==> config.mk <==
export PLATFORM = sky130hd
export DESIGN_NAME = seg_scan_6
export DESIGN_NICKNAME = d
export VERILOG_FILES = /design/src/rtl/seg_scan_6.sv
export SDC_FILE = /design/constraint.sdc
export NUM_CORES = 1
export LEC_CHECK = 0
export ABC_AREA = 1
export CAP_MARGIN = 25
export CORE_ASPECT_RATIO = 1.75
export CORE_MARGIN = 2
export CORE_UTILIZATION = 48
export DETAILED_ROUTE_END_ITERATION = 16
export PLACE_DENSITY = 0.75
export SLEW_MARGIN = 5
export SYNTH_ARGS = -nofsm -noshare
export SYNTH_HDL_FRONTEND = slang
export SYNTH_SLANG_ARGS = --single-unit
==> constraint.sdc <==
create_clock -name clk_core -period 1.65 [get_ports clk_core]
set_clock_uncertainty 0.1 [all_clocks]
set_input_delay 0.33 -clock clk_core [delete_from_list [all_inputs] [get_ports clk_core]]
set_output_delay 0.33 -clock clk_core [all_outputs]
set_load 0.01 [all_outputs]
==> src/rtl/seg_scan_6.sv <==
// seg_scan_6 -- six-digit multiplexed driver for a common-anode 7-segment
// display, fed by the stopwatch core's packed-BCD minutes/seconds/10ms.
//
// Ports:
//   clk_core   in   1  system clock
//   rst        in   1  synchronous reset, active-high
//   min_i      in   8  minutes BCD   ([7:4] tens, [3:0] ones)
//   sec_i      in   8  seconds BCD
//   ms_10_i    in   8  10 ms units BCD
//   disp_en_i  in   1  0 forces the display dark; scanning keeps running
//   an_o       out  6  anode selects, active-low, bit5 = leftmost digit
//   seg_o      out  7  segments {g,f,e,d,c,b,a}, active-low
//   dp_o       out  1  decimal point, active-low
//   frame_o    out  1  one-cycle pulse when a new snapshot is taken
//
// Each digit slot lasts SCAN_DIV cycles; the first BLANK_CYC cycles of a
// slot keep every anode off so the previous digit's segments never ghost
// onto the next anode. The three input bytes are captured together once per
// frame, so a frame never shows a mixture of old and new digits.

module seg_scan_6 #(
  parameter int unsigned SCAN_DIV  = 100000,
  parameter int unsigned BLANK_CYC = 16,
  parameter bit          LZ_BLANK  = 1'b1
) (
  input  logic       clk_core,
  input  logic       rst,
  input  logic [7:0] min_i,
  input  logic [7:0] sec_i,
  input  logic [7:0] ms_10_i,
  input  logic       disp_en_i,
  output logic [5:0] an_o,
  output logic [6:0] seg_o,
  output logic       dp_o,
  output logic       frame_o
);

  localparam int unsigned PW = (SCAN_DIV > 1) ? $clog2(SCAN_DIV) : 1;

  localparam logic [PW-1:0] PCNT_LAST  = PW'(SCAN_DIV - 1);
  localparam logic [PW-1:0] PCNT_BLANK = PW'(BLANK_CYC);

  // Digit slots, right to left on the display; the encoding doubles as the
  // anode bit number.
  typedef enum logic [2:0] {
    DIG_MS_ONES  = 3'd0,
    DIG_MS_TENS  = 3'd1,
    DIG_SEC_ONES = 3'd2,
    DIG_SEC_TENS = 3'd3,
    DIG_MIN_ONES = 3'd4,
    DIG_MIN_TENS = 3'd5
  } digit_e;

  digit_e        idx;
  digit_e        idx_nxt;
  logic [PW-1:0] pcnt;
  logic [PW-1:0] pcnt_nxt;
  logic          tick;
  logic [23:0]   snap;
  logic          load_snap;
  logic          first;

  logic [3:0]    nib;
  logic          lz_hide;
  logic [5:0]    an_nxt;
  logic [6:0]    seg_nxt;
  logic          dp_nxt;

  // BCD digit to active-low {g,f,e,d,c,b,a}; non-BCD nibbles show a dash.
  function automatic logic [6:0] bcd_to_seg(input logic [3:0] d);
    logic [6:0] s;
    case (d)
      4'd0:    s = 7'h40;
      4'd1:    s = 7'h79;
      4'd2:    s = 7'h24;
      4'd3:    s = 7'h30;
      4'd4:    s = 7'h19;
      4'd5:    s = 7'h12;
      4'd6:    s = 7'h02;
      4'd7:    s = 7'h78;
      4'd8:    s = 7'h00;
      4'd9:    s = 7'h10;
      default: s = 7'h3F;
    endcase
    return s;
  endfunction

  // ------------------------------------------------------------------------
  // Prescaler and slot sequencing
  // ------------------------------------------------------------------------
  always_comb begin
    tick     = (pcnt == PCNT_LAST);
    pcnt_nxt = tick ? '0 : pcnt + PW'(1);
    idx_nxt  = idx;
    if (tick) begin
      case (idx)
        DIG_MS_ONES:  idx_nxt = DIG_MS_TENS;
        DIG_MS_TENS:  idx_nxt = DIG_SEC_ONES;
        DIG_SEC_ONES: idx_nxt = DIG_SEC_TENS;
        DIG_SEC_TENS: idx_nxt = DIG_MIN_ONES;
        DIG_MIN_ONES: idx_nxt = DIG_MIN_TENS;
        DIG_MIN_TENS: idx_nxt = DIG_MS_ONES;
        default:      idx_nxt = DIG_MS_ONES;
      endcase
    end
    // 'first' covers the cycle right after reset release so the display
    // does not run a whole frame on the cleared snapshot.
    load_snap = first | (tick & (idx == DIG_MIN_TENS));
  end

  // ------------------------------------------------------------------------
  // Output decode, computed from the current pcnt/idx/snap and registered
  // ------------------------------------------------------------------------
  always_comb begin
    case (idx)
      DIG_MS_ONES:  nib = snap[3:0];
      DIG_MS_TENS:  nib = snap[7:4];
      DIG_SEC_ONES: nib = snap[11:8];
      DIG_SEC_TENS: nib = snap[15:12];
      DIG_MIN_ONES: nib = snap[19:16];
      DIG_MIN_TENS: nib = snap[23:20];
      default:      nib = 4'hF;
    endcase

    lz_hide = LZ_BLANK && (idx == DIG_MIN_TENS) && (snap[23:20] == 4'd0);

    an_nxt  = '1;
    seg_nxt = '1;
    dp_nxt  = 1'b1;
    if (disp_en_i) begin
      if (pcnt >= PCNT_BLANK) begin
        an_nxt = ~(6'b000001 << idx);
      end
      // Segments switch at the start of the blank window, so they are
      // already settled when the anode turns on.
      seg_nxt = lz_hide ? 7'h7F : bcd_to_seg(nib);
      dp_nxt  = !((idx == DIG_SEC_ONES) || (idx == DIG_MIN_ONES));
    end
  end

  // ------------------------------------------------------------------------
  // State and output registers
  // ------------------------------------------------------------------------
  always_ff @(posedge clk_core) begin
    if (rst) begin
      pcnt    <= '0;
      idx     <= DIG_MS_ONES;
      snap    <= '0;
      first   <= 1'b1;
      an_o    <= '1;
      seg_o   <= '1;
      dp_o    <= 1'b1;
      frame_o <= 1'b0;
    end else begin
      pcnt    <= pcnt_nxt;
      idx     <= idx_nxt;
      first   <= 1'b0;
      if (load_snap) begin
        snap <= {min_i, sec_i, ms_10_i};
      end
      frame_o <= load_snap;
      an_o    <= an_nxt;
      seg_o   <= seg_nxt;
      dp_o    <= dp_nxt;
    end
  end

endmodule

[Yosys cells after proc, flatten, opt, wreduce, memory -nomap -nowiden]
Memory sizes are Yosys's and may differ from the RTL's. A register that Yosys moved wholly into a read port is not among the register bits.
Index checks and enable logic that the tools add are counted.
Word-level totals
  memories: 1
  flip-flop bits (word level): 53
  output and inout port bits: 15
  bits of input ports: 27
  bits in read-only memories: 112
  word-level logic and storage cells: 34
Operators by class
  bitwise gates (word level): 5
  multiplexer cells: 3
  shift operators: 1
  reduce and logical (&&, ||, !) cells: 9
  add/sub/neg operators: 1
  order comparisons: 1
  eq/ne operators: 6
Memory list
  (name not given): depth 16, width 7, rd ports 1, clocked after memory_dff 1, wr ports 0, RTL line 72  | case (d)
Operator list (count)
  $pmux W4 S6: 1
  $add A17 B1 Y17 const B: 1
  $eq A17 B17 Y1 const B: 1
  $ge A17 B5 Y1 const B: 1
  $pmux W3 S5: 1
  $eq A3 B2 Y1 const B: 2
  $eq A3 B3 Y1 const B: 2
  $not A6 Y6: 1
  $reduce_or A3 Y1: 2
  $shl A1 B3 Y6 const A: 1
  $logic_not A4 Y1: 1
  $reduce_or A2 Y1: 2
  $eq A3 B1 Y1 const B: 1
  $logic_not A3 Y1: 1
  $not A1 Y1: 2
  $and A1 B1 Y1: 1
  $logic_and A1 B1 Y1: 1
  $logic_not A1 Y1: 1
  $logic_or A1 B1 Y1: 1
  $mux W1: 1
  $or A1 B1 Y1: 1

[Depth between registers and ports, before layout]
  word-level depth: 3
  gate-level depth with buffers: 14
  depth with buffers taken out: 14

[Worst setup path before layout]
No wires, ideal clock.
  kind: register to register
  from: reg idx[1]
  to: reg seg_o[3]
  period minus slack after synthesis: 1.793 ns
  required time: 1.433 ns
  buffers on the path: 0
  arrival: 1.576 ns
  stages on the path, launching flop included: 15
  path slack: -0.143 ns
  cells stage by stage: dfxtp_1 inv_1 nand2_2 nor2_1 nand2_1 nand2_1 inv_1 nand3_1 inv_1 ha_1 inv_1 nand2_1 nand2_1 nand2_1 nand2_1
On the way
  word-level cells in the longest chain between the ends: 3
RTL lines
  start: declaration: RTL line 54  | digit_e idx;
  start signal: assignment: RTL line 156  | idx <= idx_nxt;
  parallel branches: the longest is 3 deep, another holds $pmux W4 S6
  end: declaration: RTL line 33  | output logic [6:0] seg_o,
Parallel ways; which one is timed is not known.
A chain may end at the register's enable or synchronous reset.

[Worst setup path in the final report]
  from: reg idx[1]
  to: reg snap[1]
On the way
  word-level cells in the longest chain between the ends: 3
RTL lines
  $eq A3 B3 Y1: RTL line 108  | load_snap = first | (tick & (idx == DIG_MIN_TENS));
  $and A1 B1 Y1: RTL line 108
  $or A1 B1 Y1: RTL line 108
  end signal: assignment: RTL line 159  | snap <= {min_i, sec_i, ms_10_i};
  end: declaration: RTL line 59  | logic [23:0] snap;
No other way between the ends.

==> impl_metrics.yaml <==
synthesis:
  yosys_warnings: 0
  syn_nets: 427
  synth_cells: 395
  synth-seq-cells: 60
  netlist_area_um2: 2750
  synth_area_leaders: "dfxtp_1 (44%), nor2_1 (12%), nand2_1 (11%), inv_1 (5.6%), o21ai_0 (5.5%)"
  synth_top_area_share_pct: 43.7
  yosysTopAreaCell: "dfxtp_1"
  synth.distinct_cells: 26
  synth.avg_cell_area_um2: 6.96
  ys_seq_area_share_pct: 43.7
worst_setup_path:
  r2r-start: "idx[1]$_SDFFE_PP0N_"
  reg2reg_depth: 10
  path_class: "reg2reg"
  r2r_end: "snap[1]$_SDFFE_PP0P_"
  ff2ff_setup_slack_ns: -0.14
  end_kind: "flop"
  start_kind: "flop"
  required_ns: 1.83
  arrival_ns: 1.97
  critical_path_peak_fanout: 7
detailed_routing:
  drtAntennaViolNets: 0
  drtIter0Drc: 126
  vias: 2890
  wl_per_cell_um: 13.3
  first_pass_iters: 5
  viasPerCell: 5.07
  drt_wl_total_mm: 7.57
  drc: 0
sta:
  drv_slew: 0
  maxSlewHeadroom_pct: 68.2
  max_freq_ghz: 0.558
  fin_crit_ns: 1.79
  rsz0062_at_grt: "yes"
  finalCritPeriodShare_pct: 109
  setup_violations: 31
  worst_pin_slew_ns: 0.473
  tns_ns: -3.49
  setup_ws_ns: -0.143
  fin_hold_ws_ns: 0.379
  hold_violations: 0
finish:
  n_antenna_cell: 0
  final_common_cell: "nand2_1"
  most-common-layout-cells: "nand2_1 (76), nor2_1 (70), dfxtp_1 (54), buf_4 (45), inv_1 (36)"
  n_fill_cell: 432
  layout.cells.non_filler: 570
  drive_above_1_share_pct: 27.3
  fin_util_pct: 73.5
  syn_to_final_growth_pct: 48.1
  final_nets: 522
floorplanning:
  dieArea_um2: 6370
  die_w_um: 61.2
  initial_core_util_pct: 49.6
  core_area_um2: 5540
  fp.dieH_um: 104
  num_rows: 36
  ios: 42
clock_network:
  insertion_delay_ns: 0.34
  numCtsBuffers: 9
  cts_root_buf: "clkbuf_8"
  cts_sinks: 60
  hold_buffers: 0
  htree_levels: 3
  cts_tree: "built"
  clk_pin_slew_ns: 0.06
  clock_path_buffers: 2
grt:
  antenna_found_initial: 0
  overflow: 0
  grt_usage_pct: 23.7
  grt_pass1_vias: 2792
  grt_max_degree: 26
  grt_pass1_wl_mm: 11.4
status:
  status: "finished, violations left"
  violations: "setup timing"
power_and_ir_drop:
  power_density_nw_per_um2: 782
  ir_worst_vdd_mv: 0.705
  leakagePower_nw: 1.82
  total_power_mw: 3.18
placed_design:
  place_inst: 543
  place_hpwl_mm: 5.25
  numPortBuffers: 41
  place_congestion: 0.927
min_path:
  hp-start: "pcnt[15]$_SDFF_PP0_"
  hold_end: "pcnt[15]$_SDFF_PP0_"
  hold_path_class: "reg2reg"
  whs_path_depth: 2
flow_run:
  max_cap_viol_count: 0
==> what timing repair did <==
action / 4_1_cts / 5_1_grt
hold endpoints to repair: 0 / 0
cloned: 0 / 2
buffers inserted: 4 / 6
resized for setup: 25 / 80
pin swaps: 9 / 34
setup endpoints to repair: 38 / 46
==> layout make-up <==
type	instances	area (um2)	share of cell area, %
Timing Repair Buffer	95	880	21.6
Inverter	44	180	4.42
Sequential cell	60	1220	29.9
Clock buffer	13	149	3.66
Multi-Input combinational cell	280	1520	37.3
Tap cell	76	95.1	2.33
Clock inverter	2	35.0	0.860
==> synth_stat cells, drive strengths merged <==
cell,n
nor2,90
nand2,85
dfxtp,60
inv,44
o21ai,30
nand3,24
nand4,13
nor3,11
a21oi,10
buf,9
ha,5
nor4,3
xor2,3
a211oi,2
clkbuf,2
nor3b,2
o211ai,1
o22ai,1
==> registers in the layout, summed over array words and instances (netlist names) <==
register	flops
idx	3
first	1
dp_o	1
pcnt	17
frame_o	1
an_o	6
seg_o	7
snap	24
==> where the power goes <==
group | internal [mW] | switching, mW | leakage [nW]
clock network | 0.729 | 0.540 | 0.0935
logic | 0.188 | 0.175 | 1.23
registers | 1.51 | 0.0446 | 0.496
==> per-layer routing <==
metal,global-route usage (%),wire length [um],vias up
met3,5.60,256,35
li1,-,-,1453
met4,14.3,390,0
met1,22.3,2660,1323
met2,42.5,4260,79
met5,0,0,-
==> how the worst max path moves through the flow <==
stage / startpoint / endpoint / slack, ns / cells past startpoint
finish: idx[1]$_SDFFE_PP0N_ / snap[1]$_SDFFE_PP0P_ / -0.14 / 10
global route: idx[2]$_SDFFE_PP0N_ / seg_o[3]$_SDFF_PP1_ / -0.23 / 13
CTS: idx[1]$_SDFFE_PP0N_ / seg_o[3]$_SDFF_PP1_ / -0.06 / 14
detailed placement: idx[0]$_SDFFE_PP0N_ / seg_o[3]$_SDFF_PP1_ / -0.21 / 12
global placement: idx[0]$_SDFFE_PP0N_ / seg_o[3]$_SDFF_PP1_ / -0.17 / 13
floorplan: idx[0]$_SDFFE_PP0N_ / seg_o[3]$_SDFF_PP1_ / -0.005 / 14
==> worst max-delay path: stages (launching register included) <==
cell and delay [ns]:
dfxtp_4 0.38, inv_6 0.09, nand2_4 0.07, buf_4 0.14, buf_4 0.13, nor2_4 0.10
nand4_1 0.16, nand2_4 0.21, buf_6 0.17, o21ai_1 0.06, nor2_1 0.11
==> cell families after synthesis <==
family          count (synthesis)  share of synthesized area [%]
simple gates                  228                           35.6
flops                          60                           43.7
buf+inv                        55                           8.55
compound gates                 44                           8.92
fa+ha+maj                       5                           2.27
xor+xnor                        3                          0.956
==> per-stage QoR <==
step	cell area, um2	worst slack, ns
floorplan	2790	-0.00505
global placement	3550	-0.170
detailed placement	3550	-0.207
CTS	3830	-0.0566
global route	4070	-0.225
finish	4070	-0.143
Note: power is estimated with default switching activity, not from simulation.
